File: config.mk
export PLATFORM = sky130hd
export DESIGN_NAME = decoder_n_scan
export DESIGN_NICKNAME = d
export VERILOG_FILES = /design/src/rtl/decoder_pkg.sv /design/src/rtl/dwell_counter.sv /design/src/rtl/decoder_n_scan.sv
export SDC_FILE = /design/constraint.sdc
export NUM_CORES = 1
export LEC_CHECK = 0
export CORE_MARGIN = 10
export CORE_UTILIZATION = 51
export DETAILED_ROUTE_END_ITERATION = 8
export PLACE_DENSITY = 0.79
export SLEW_MARGIN = 20
export SYNTH_ARGS = -nofsm -noshare
export SYNTH_HDL_FRONTEND = slang
export SYNTH_SLANG_ARGS = --single-unit
File: constraint.sdc
create_clock -name clk -period 3.57 [get_ports clk]
set_input_delay 0.714 -clock clk [delete_from_list [all_inputs] [get_ports clk]]
set_output_delay 0.714 -clock clk [all_outputs]
set_load 0.03 [all_outputs]
File: src/rtl/decoder_pkg.sv
// Shared types and helpers for the registered one-hot decoder / scanner.
// Latency: n/a (types, constants and a pure function only).
// Backpressure: n/a.
package decoder_pkg;

  typedef enum logic [1:0] {
    ST_IDLE   = 2'd0,
    ST_DIRECT = 2'd1,
    ST_SCAN   = 2'd2
  } state_t;

  localparam logic MODE_DIRECT = 1'b0;
  localparam logic MODE_SCAN   = 1'b1;

  // Widest selector the one-hot helper supports; callers truncate the result.
  localparam int MAX_N = 8;
  localparam int MAX_W = 1 << MAX_N;

  // Index to one-hot vector at the maximum supported width.
  function automatic logic [MAX_W-1:0] onehot(input logic [MAX_N-1:0] idx);
    logic [MAX_W-1:0] v;
    v      = '0;
    v[idx] = 1'b1;
    return v;
  endfunction

endpackage

File: src/rtl/dwell_counter.sv
// Dwell timer: counts 0..limit and pulses step on the last cycle of each dwell.
// Latency: limit is captured on clear or on each step; step is combinational from the count.
// Backpressure: none; clear holds the counter at zero and suppresses step.
module dwell_counter #(
  parameter int DWELL_W = 4
) (
  input  logic               clk,
  input  logic               rst_n,
  input  logic               clear,
  input  logic [DWELL_W-1:0] load_val,
  output logic               step
);

  logic [DWELL_W-1:0] cnt;
  logic [DWELL_W-1:0] limit;

  assign step = ~clear & (cnt == limit);

  // Count up; reload the limit whenever the count restarts so a new dwell only affects the next step.
  always_ff @(posedge clk or negedge rst_n) begin
    if (!rst_n) begin
      cnt   <= '0;
      limit <= '0;
    end else if (clear || step) begin
      cnt   <= '0;
      limit <= load_val;
    end else begin
      cnt <= cnt + 1'b1;
    end
  end

endmodule

File: src/rtl/decoder_n_scan.sv
// Registered N-to-2^N one-hot decoder with a direct (handshaked) mode and an auto-scan mode.
// Latency: one cycle from handshake or scan step to out/cur_sel/out_valid/wrap.
// Backpressure: in_ready drops while scanning, disabled, or in reset; no stall otherwise.
module decoder_n_scan
  import decoder_pkg::*;
#(
  parameter int N       = 2,
  parameter int DWELL_W = 4
) (
  input  logic                clk,
  input  logic                rst_n,
  input  logic                en,
  input  logic                mode,
  input  logic                in_valid,
  input  logic [N-1:0]        in_sel,
  output logic                in_ready,
  input  logic [DWELL_W-1:0]  dwell,
  output logic [(1<<N)-1:0]   out,
  output logic                out_valid,
  output logic [N-1:0]        cur_sel,
  output logic                wrap
);

  localparam int W = 1 << N;

  state_t         state_q;
  state_t         state_d;
  logic [N-1:0]   idx_d;
  logic           wrap_d;
  logic [W-1:0]   out_d;
  logic           hs;
  logic           scan_hold;
  logic           step;

  // Staying in SCAN this cycle; anything else restarts the dwell timer with a fresh dwell.
  assign scan_hold = (state_q == ST_SCAN) & en & (mode == MODE_SCAN);
  assign in_ready  = rst_n & en & (mode == MODE_DIRECT) & (state_q != ST_SCAN);
  assign hs        = in_valid & in_ready;

  dwell_counter #(
    .DWELL_W (DWELL_W)
  ) u_dwell (
    .clk      (clk),
    .rst_n    (rst_n),
    .clear    (~scan_hold),
    .load_val (dwell),
    .step     (step)
  );

  // Next state, next index and wrap pulse; scan entry beats a simultaneous in_valid.
  always_comb begin
    state_d = state_q;
    idx_d   = cur_sel;
    wrap_d  = 1'b0;
    case (state_q)
      ST_IDLE, ST_DIRECT: begin
        if (en && mode == MODE_SCAN) begin
          state_d = ST_SCAN;
          idx_d   = '0;
        end else if (!en) begin
          state_d = ST_IDLE;
          idx_d   = '0;
        end else if (hs) begin
          state_d = ST_DIRECT;
          idx_d   = in_sel;
        end
      end
      ST_SCAN: begin
        if (!scan_hold) begin
          state_d = ST_IDLE;
          idx_d   = '0;
        end else if (step) begin
          idx_d  = cur_sel + 1'b1;
          wrap_d = (cur_sel == {N{1'b1}});
        end
      end
      default: begin
        state_d = ST_IDLE;
        idx_d   = '0;
      end
    endcase
  end

  // One-hot image of the next index; zero whenever the block is heading to IDLE.
  always_comb begin
    out_d = '0;
    if (state_d != ST_IDLE) begin
      out_d = W'(onehot(MAX_N'(idx_d)));
    end
  end

  // State and registered outputs; reset clears everything asynchronously.
  always_ff @(posedge clk or negedge rst_n) begin
    if (!rst_n) begin
      state_q   <= ST_IDLE;
      out       <= '0;
      out_valid <= 1'b0;
      cur_sel   <= '0;
      wrap      <= 1'b0;
    end else begin
      state_q   <= state_d;
      out       <= out_d;
      out_valid <= (state_d != ST_IDLE);
      cur_sel   <= idx_d;
      wrap      <= wrap_d;
    end
  end

endmodule

# After elaboration in Yosys (flattened, before gate mapping)
# Index checks and enable logic that the tools add are counted.
totals:
  ff_bits: 18
  latch_bits: 0
  ramBits: 0
  rom_bits: 0
  inputBits: 11
  out_inout_bits: 9
  word_cells: 49
  mem_count: 0
classes:
  n_addsub: 2
  mul: 0
  div_mod_pow: 0
  order_cmp: 2
  eq_ne: 5
  n_shift: 0
  mux: 18
  bitwise_logic: 9
  reduce_logical: 6
ops:
  columns: ["op", "count"]
  rows:
  - ["two-way mux 2 bit", 9]
  - ["< comparator 2 x 9 -> 1 bit, second input constant", 1]
  - ["two-way mux 4 bit", 2]
  - ["one-hot mux 2 bit (2 select lines)", 2]
  - ["AND 1 bit", 7]
  - ["adder 4 x 1 -> 4 bit, second input constant", 1]
  - ["equality test 2 bit, second input constant", 2]
  - ["equality test 4 bit", 1]
  - ["two-way mux 1 bit", 4]
  - ["adder 2 x 1 -> 2 bit, second input constant", 1]
  - ["demux 1 bit (select 2 bit)", 1]
  - ["equality test 2 x 1 -> 1 bit, second input constant", 1]
  - [">= comparator 2 x 1 -> 1 bit, second input constant", 1]
  - ["logical AND 1 bit", 2]
  - ["zero test 2 bit", 1]
  - ["inequality test 2 bit, second input constant", 1]
  - ["NOT 1 bit", 2]
  - ["nonzero test 2 bit", 1]
  - ["OR reduction 2 bit", 1]
  - ["logical OR 1 bit", 1]

# Depth between registers and ports, before layout
# Gate-level depths: netlist of run 1.
depth:
  depth_word: 13
  depth_mapped: 5
  ltp_nobuf: 5

# Hierarchy
# From an unflattened synthesis of run 1, not the netlist that was laid out.
hier_totals:
  hier_cells: 69
  area_unflattened_um2: 868.3
by_module_without_submodules:
  columns: ["mod", "n_inst", "cells_each", "area_per_inst_um2", "seq_area_each_um2"]
  rows:
  - ["decoder_n_scan", 1, 42, 490.5, 250.2]
  - ["dwell_counter", 1, 27, 377.9, 200.2]

# Worst setup path before layout of run 1
# No wires, ideal clock.
synth_timing:
  kind: "input to output"
  startpoint: "in rst_n"
  endpoint: "out in_ready"
  arrival_ps: 1700
  t_required_ps: 2856
  slack_ps: 1156
  path_stages: 1
  n_path_buf: 0
  cell_sequence: "nor4bb_1"
synth_between:
  elab_chain_len: 3
synth_lines:
  columns: ["item", "line_no", "source"]
  rows:
  - ["start, declared", "decoder_n_scan.sv:11", "input logic rst_n,"]
  - ["AND 1 bit (3 in series)", "decoder_n_scan.sv:37", "assign in_ready = rst_n & en & (mode == MODE_DIRECT) & (state_q != ST_SCAN);"]
  - ["end, declared", "decoder_n_scan.sv:16", "output logic in_ready,"]
# No other way between the ends.

# Worst setup path in the final report of run 1
layout_timing:
  startpoint: "in en"
  endpoint: "out in_ready"
layout_between:
  elab_chain_len: 3
layout_lines:
  columns: ["item", "line_no", "source"]
  rows:
  - ["start, declared", "decoder_n_scan.sv:12", "input logic en,"]
  - ["AND 1 bit (3 in series)", "decoder_n_scan.sv:37", null]
# No other way between the ends.

==> reports/qor.txt, run 1 <==
Filler Cell Count: 118
Post-Synthesis Cells: 64
Flop-to-flop setup slack: 1630 ps
Top FF cell, synth: dfrtp_1
Port Buf Inserts: 19
Leak: 0.479 nW
Cell Pwr Density: 354 nW/um^2
Post-Syn Nets: 77
Avg Inst Size Synth: 13.1 um^2
Max Fclk: 341 MHz
Total CTS buffers: 3
Clock Path Buffers: 2
Placed Area: 1050 um^2
Skew final: 4.27 ps
Pre-antenna DRT Iters: 4
Status: finished, final reports clean
Fin crit share: 82.3%
Die Span Y: 60.5 um
RSZ-0062 raised after global routing: false
Vias in the first global route: 539
Largest net degree at the start of global routing: 20
CTS tree: yes
Final wirelength: 1.55 mm
Final setup vio count: 0
Non-Filler Instances: 104
Register area: 450 um^2
Initial Util: 54.8%
Congestion Overflow GR: 0
Clk sink count: 18
Critical R2R Launch: state_q[0]
Most frequent cell after synthesis: dfrtp_1
Crit path launch type: input pin
First DRT Iteration DRCs: 8
CORE AREA: 1520 um^2
Hold Vio Cnt, Final: 0
Final Wtd Congestion: 0.744
Final net count: 102
Total power: 0.000385 W
Layout cells sized above 1: 18.2%
H-Tree Depth: 1
Leading area contributor after synthesis: dfrtp_1
Final-report max-slew violation count: 0
Worst-path clk slew: 100 ps
FF-to-FF path depth: 4
Mean routed wirelength per cell: 14.9 um
Clk root buf: clkbuf_4
Worst hold-check path type: flop to flop
Max-slew headroom: 57.2%
Layout area overhead: 30.4%
CP startpoint: en
Placed Cells incl. Taps: 100
Yosys Warn Count: 0
Initial antenna violation count: 0
DP Wirelength: 1.21 mm
Fin Hold WS: 507 ps
First-pass GRT wire length: 2.67 mm
Unique masters post-synth: 23
Worst VDD drop: 0.304 mV
# DRC: 0
Synth Register Bits: 18
EDFF count, synth: 0
Mapped Area: 836 um^2
Total track usage: 9.64%
Post-CTS setup buffer count: 0
Worst Max-Slew Pin Slew: 635 ps
Clock latency on the worst-skew pair: 300 ps
Sequential share of the synthesized area: 53.9%
CP Capture Type: output port
Synth top area cells: dfrtp_1 54%, mux2_2 5.4%, xor2_1 5.2%
Area of the multi-input gates: 374 um^2
WS Path Type: input pin to output port
Final instance area: 1090 um^2
Post-CTS Hold Fix Bufs: 0
CP endpoint: in_ready
Via/cell ratio: 5.27
Rows: 14
Max-cap violations: 0
Critical R2R Capture: u_dwell.limit[0]
DIE WIDTH: 60.5 um
Post-route ant nets: 0
N_diodes: 0
CP arrival: 2220 ps
Post-cts resize count: 0
Period minus WS final: 2940 ps
Via count: 548
Area share of the largest cell type after synthesis: 53.9%
Top post-synthesis cells by count: 18 x dfrtp_1, 5 x xor2_1, 4 x mux2_2, 4 x nor2_1, 4 x nor3_1
Async set or reset register ratio after synthesis: 100%
Critical Path RT: 2860 ps
Io pins: 20
Setup tns final: 0 ps
Crit Path Max Fanout: 6
Die footprint: 3660 um^2
## worst max-delay path, cell delays in order
cell	delay [ps]
clkdlybuf4s50_1	550
nor4bb_1	230
clkdlybuf4s50_1	720
## stage by stage
stage / utilization (%) / setup slack (ps)
2_1_floorplan: - / 1160
3_3_place_gp: 69.1 / 644
3_5_place_dp: 69.1 / 634
4_1_cts: 71.5 / 626
5_1_grt: 71.5 / 595
6_report: 71.5 / 633
## flip-flops by register name (all words and copies together), names as in the netlist
| register | count |
|---|---|
| u_dwell.limit | 4 |
| wrap | 1 |
| state_q | 2 |
| u_dwell.cnt | 4 |
| cur_sel | 2 |
| out | 4 |
| out_valid | 1 |
## report_power, final
part | internal, W | switching (W)
Clock | 0.0000623 | 0.0000642
Combinational | 0.0000233 | 0.0000227
Sequential | 0.000209 | 0.00000355
## cell families after synthesis
kind of cell    synth area share (%)
mux                             8.98
simple gates                    18.9
flops                           53.9
compound gates                  6.59
fa+ha+maj                       2.99
buf+inv                         1.35
xor+xnor                        7.34
## per-layer routing
layer | routed length [um] | vias up | track usage [%]
li1 | - | 275 | -
met2 | 718 | 12 | 14.4
met1 | 698 | 257 | 11.8
met4 | 36 | 0 | 5.64
met5 | 0 | - | 0
met3 | 93 | 4 | 3.34
## cell usage in the layout, fill, tap and decap left out, types with 2 or more instances in the layout
master | Yosys | final
clkdlybuf4s50_1 | 0 | 19
dfrtp_1 | 18 | 18
xor2_1 | 5 | 5
nor2_1 | 4 | 4
nor3_1 | 4 | 4
mux2_2 | 4 | 4
inv_1 | 3 | 3
mux2i_1 | 3 | 3
clkbuf_4 | 0 | 3
a21oi_1 | 2 | 2
nor2b_1 | 2 | 2
nand3_1 | 2 | 2
xnor2_1 | 2 | 2
o22ai_4 | 2 | 2
nor3b_2 | 2 | 2
ha_1 | 2 | 2
## how the worst min path moves through the flow
stage | start | to | slack, ps | depth (start not counted)
floorplan | rst_n | cur_sel[0] | 420 | 0
global placement | state_q[1] | state_q[1] | 480 | 1
detailed placement | state_q[1] | state_q[1] | 490 | 1
CTS | state_q[1] | state_q[1] | 500 | 1
global route | state_q[1] | state_q[1] | 550 | 1
finish | state_q[1] | state_q[1] | 510 | 1
## layout make-up
type / count / share of cell area (%)
clock buffers: 4 / 3.33
well taps: 16 / 1.84
repair buffers: 20 / 18.1
flip-flops and latches: 18 / 41.3
multi-input cells: 43 / 34.3
inverters: 3 / 1.03
(Power assumes the default switching activity.)
==> run 2, diff against run 1 <==
Settings changed: CORE_UTILIZATION 51 to 42, PLACE_DENSITY 0.79 to 0.69.
Clock period 3.57 ns to 2.5 ns, I/O delays scaled along.
==> reports/qor.txt, run 2 (synthesis gave the netlist of run 1 again) <==
Post-cts resize count: 0 (unchanged)
CP top delay family: buffers and inverters
Initial Util: 43.5% (-11 points)
Total CTS buffers: 3 (unchanged)
First-pass GRT wire length: 2.75 mm (+2.8%)
Max Fclk: 495 MHz
Flop-to-flop setup slack: 660 ps (-970 ps)
Post-route ant nets: 0 (unchanged)
Clock Path Buffers: 2 (unchanged)
Crit path launch type: input pin
First DRT Iteration DRCs: 8 (unchanged)
Clk sink count: 18 (unchanged)
Worst Max-Slew Pin Slew: 475 ps (-160 ps)
Fin Hold WS: 493 ps (-13.3 ps)
H-Tree Depth: 1 (unchanged)
# DRC: 0 (unchanged)
DP Wirelength: 1.25 mm (+3.4%)
Final-report max-slew violation count: 0 (unchanged)
Worst Hold Endpoint: state_q[1]
Via count: 566 (+3.3%)
Skew final: 0.960 ps (-3.31 ps)
Post-CTS setup buffer count: 0 (unchanged)
Setup tns final: 0 ps (unchanged)
Fin crit share: 80.9%
Die footprint: 4170 um^2 (+14%)
Final setup vio count: 0 (unchanged)
Hold Vio Cnt, Final: 0 (unchanged)
Cell Pwr Density: 460 nW/um^2 (+30%)
Total track usage: 8.16% (-1.5 points)
Status: finished, final reports clean
Max-slew headroom: 68.1% (+11 points)
Worst hold-check path type: flop to flop
Most frequent cells in the layout: 18 x dfrtp_1, 18 x clkdlybuf4s50_1, 5 x xor2_1, 5 x buf_4
Regs by FF count: out: 4 flops, u_dwell.cnt: 4 flops, u_dwell.limit: 4 flops
Max-cap violations: 0 (unchanged)
Worst-path clk slew: 90 ps (about the same)
Crit Path Max Fanout: 4 (-2)
Non-Filler Instances: 117 (+13%)
CORE AREA: 1920 um^2 (+26%)
Pre-antenna DRT Iters: 3 (-1)
Post-CTS Hold Fix Bufs: 0 (unchanged)
Vias in the first global route: 584 (+8.3%)
CP arrival: 1520 ps (-700 ps)
Largest net degree at the start of global routing: 13 (-35%)
Layout area overhead: 32.8%
FF-to-FF path depth: 5 (+1)
Clk root buf: clkbuf_4
RSZ-0062 raised after global routing: false
Io pins: 20 (unchanged)
Placed Cells incl. Taps: 114 (+14%)
Cells on Worst Hold Path: 1 (unchanged)
Worst path bufs/invs: 2 (unchanged)
Max incr delay on CP: 530 ps (-190 ps)
DIE WIDTH: 64.6 um (+6.8%)
Initial antenna violation count: 0 (unchanged)
Layout cells sized above 1: 21.1% (+2.9 points)
Worst VDD drop: 0.274 mV (-9.9%)
Final net count: 105 (+2.9%)
Critical R2R Capture: out[3]
Port Buf Inserts: 19 (unchanged)
Critical Path RT: 2000 ps (-860 ps)
Crit-path cells: clkdlybuf4s50_1, nor4bb_1, buf_4
WS Path Type: input pin to output port
CTS tree: yes
CP Capture Type: output port
Period minus WS final: 2020 ps
Clock latency on the worst-skew pair: 280 ps (-20 ps)
Fin util: 57.7% (-14 points)
Rows: 16 (+2)
Critical R2R Launch: u_dwell.cnt[1]
Worst hold path startpoint: state_q[1]
Die Span Y: 64.6 um (+6.8%)
CP max-delay cell: clkdlybuf4s50_1
Leak: 0.487 nW (+1.7%)
Congestion Overflow GR: 0 (unchanged)
Final wirelength: 1.55 mm (+0.39%)
Mean routed wirelength per cell: 13.3 um (-11%)
Via/cell ratio: 4.84 (-8.2%)
N_diodes: 0 (unchanged)
Final Wtd Congestion: 0.727 (-2.4%)
-- run 2: cell count changes in the layout (fill, tap and decap cells not counted) --
cell | before | now
clkdlybuf4s50_1 | 19 | 18
buf_4 | 1 | 5
clkbuf_8 | 1 | 0
-- run 2: cell type report --
class                           instances  area [um^2]
Clock buffer                            3         22.5
Fill cell                             164          812
Inverter                                3         11.3
Multi-Input combinational cell         43          374
Sequential cell                        18          450
Tap cell                               27         33.8
Timing Repair Buffer                   23          218
-- run 2: power breakdown --
part | leakage [nW] | internal, W | switching [W] | total [W]
combinational | 0.235 | 0.0000357 | 0.0000332 | 0.0000689
sequential | 0.239 | 0.000299 | 0.00000495 | 0.000304
clock | 0.0138 | 0.0000559 | 0.0000817 | 0.000138
total | 0.487 | 0.000390 | 0.000120 | 0.000510
-- run 2: metrics by stage --
stage	setup WS, ps	cell area (um^2)	power, W
final	478	1110	0.000510
after global routing	431	1110	0.000536
after CTS	466	1110	0.000517
after detailed placement	275	1090	0.000379
after global placement	304	1090	0.000379
after floorplan	482	836	0.000342
-- run 2: how the worst max path moves through the flow --
stage	from	endpoint	slack, ps	cells after the start
2_1_floorplan	state_q[1]	in_ready	480	2
3_3_place_gp	mode	out[3]	300	6
3_5_place_dp	mode	out[3]	280	6
4_1_cts	rst_n	in_ready	470	3
5_1_grt	rst_n	in_ready	430	3
6_report	rst_n	in_ready	480	3
-- run 2: layer usage --
metal | track usage [%] | wire, um
met5 | 0 | 0
met3 | 1.20 | 20
met2 | 13.1 | 796
met4 | 5.61 | 29
met1 | 9.85 | 705
-- run 2: worst reg2reg max path: cells and delay by family (launching register included) --
| family | cells | cell delay [ps] |
|---|---|---|
| AO/OA/AOI/OAI | 1 | 120 |
| multiplexers | 1 | 340 |
| flip-flops | 1 | 420 |
| AND/OR/NAND/NOR | 2 | 690 |
| XOR/XNOR | 1 | 180 |
==> run 3, diff against run 2 <==
Settings changed: CORE_UTILIZATION 42 to 47, PLACE_DENSITY 0.69 to 0.73.
Clock period 2.5 ns to 1.9 ns, I/O delays scaled along.
==> reports/qor.txt, run 3 (synthesis gave the netlist of run 1 again) <==
Status: finished, final reports clean
CP arrival: 1460 ps (-60 ps)
Cell Pwr Density: 624 nW/um^2 (+36%)
Leak: 0.534 nW (+9.6%)
CP top delay family: buffers and inverters
Largest net degree at the start of global routing: 14 (+1)
Via/cell ratio: 4.99 (+3.2%)
Max Fclk: 542 MHz
Worst hold-check path type: input pin to asynchronous set/reset pin
Fin util: 69.5% (+12 points)
Layout area overhead: 41.9%
Total track usage: 9.75% (+1.6 points)
N_diodes: 0 (unchanged)
Crit path launch type: flop
Rows: 15 (-1)
Via count: 614 (+8.5%)
Clock Path Buffers: 2 (unchanged)
Max-cap violations: 0 (unchanged)
Fin crit share: 97.0%
Mean routed wirelength per cell: 14.2 um (+7.2%)
Layout cells sized above 1: 29.6% (+8.5 points)
Placed Area: 1140 um^2 (+4.6%)
Die footprint: 3870 um^2 (-7.4%)
Setup tns final: 0 ps (unchanged)
Initial antenna violation count: 0 (unchanged)
CP max-delay cell: clkdlybuf4s50_1
Pre-antenna DRT Iters: 4 (+1)
Post-route ant nets: 0 (unchanged)
Worst path bufs/invs: 1 (-1)
Most common library cell in the layout ignoring fill and taps: dfrtp_1
Post-CTS Hold Fix Bufs: 0 (unchanged)
Period minus WS final: 1840 ps
WS Path Type: flop to output port
Final-report max-slew violation count: 0 (unchanged)
Crit Path Max Fanout: 4 (unchanged)
Clk sink count: 18 (unchanged)
Io pins: 20 (unchanged)
DP Wirelength: 1.34 mm (+7.2%)
Final net count: 112 (+6.7%)
Worst VDD drop: 0.391 mV (+43%)
DIE WIDTH: 62.2 um (-3.8%)
Skew final: 4.25 ps (+3.29 ps)
Max incr delay on CP: 710 ps (+180 ps)
CORE AREA: 1710 um^2 (-11%)
Dpl ws: -146 ps (-421 ps)
CP Capture Type: output port
Worst-path clk slew: 100 ps (about the same)
Most frequent cells in the layout: 18 x dfrtp_1, 17 x clkdlybuf4s50_1, 11 x buf_4
Clock latency on the worst-skew pair: 300 ps (+20 ps)
Die Span Y: 62.2 um (-3.8%)
Crit-path cells: clkdlybuf4s50_1
Post-CTS setup buffer count: 0 (unchanged)
Hold Vio Cnt, Final: 0 (unchanged)
CTS tree: yes
Worst Max-Slew Pin Slew: 321 ps (-154 ps)
Slack of the critical path: 56.4 ps (-422 ps)
First-pass GRT wire length: 3.06 mm (+11%)
Final instance area: 1190 um^2 (+6.9%)
Clk root buf: clkbuf_4
Regs by FF count: out: 4 flops, u_dwell.cnt: 4 flops, u_dwell.limit: 4 flops
Total CTS buffers: 3 (unchanged)
Max-slew headroom: 78.5% (+10 points)
Vias in the first global route: 625 (+7.0%)
Initial Util: 48.9% (+5.4 points)
Final wirelength: 1.75 mm (+13%)
Port Buf Inserts: 19 (unchanged)
Final setup vio count: 0 (unchanged)
# DRC: 0 (unchanged)
Critical Path RT: 1520 ps (-480 ps)
Final Wtd Congestion: 0.848 (+17%)
H-Tree Depth: 1 (unchanged)
First DRT Iteration DRCs: 15 (+7)
Congestion Overflow GR: 0 (unchanged)
run 3: layer usage:
metal	part of all wire (%)	GRT usage (%)
met3	2.6	1.79
met5	0	0
met2	49	16.0
met1	45	11.1
met4	3.1	6.86
run 3: stage by stage:
stage	cells	hold WS (ps)	power (W)
3_3_place_gp	119	487	0.000507
3_5_place_dp	119	478	0.000508
6_report	123	409	0.000740
2_1_floorplan	64	84.4	0.000449
4_1_cts	123	410	0.000743
5_1_grt	123	416	0.000777
run 3: repair_timing:
item | 4_1_cts | 5_1_grt
setup endpoints to repair | 1 | 1
pin swaps | 1 | 0
endpoints found under the hold margin | 0 | 0
gates resized for setup | 1 | 3
run 3: layout make-up:
type	count	area [um^2]
inverters	3	11.3
multi-input cells	43	384
well taps	25	31.3
clock buffers	4	36.3
repair buffers	30	273
flip-flops and latches	18	450
fillers	131	522
run 3: path summary, 6_finish.rpt:
path | from | endpoint | slack [ps] | cells after the start
setup / recovery | cur_sel[0] | cur_sel[0] | 60 | 1
hold / removal | rst_n | state_q[1] | 410 | 2
setup reg to reg | u_dwell.limit[1] | out[3] | 190 | 6
hold reg to reg | state_q[1] | state_q[1] | 500 | 1
max in group asynchronous | rst_n | cur_sel[1] | 1260 | 2
min in group clk | state_q[1] | state_q[1] | 500 | 1
run 3: power breakdown:
group	switching, W	internal, W	total (W)	leakage [nW]
Clock	0.000121	0.000117	0.000238	0.0210
Combinational	0.0000466	0.0000546	0.000101	0.275
Sequential	0.00000685	0.000393	0.000400	0.239
run 3: worst register-to-register path, stage by stage (launching register included):
cell	delay (ps)
dfrtp_1	410
xor2_1	190
nor4_4	350
buf_4	190
xnor2_1	170
o22ai_4	120
and3b_1	180
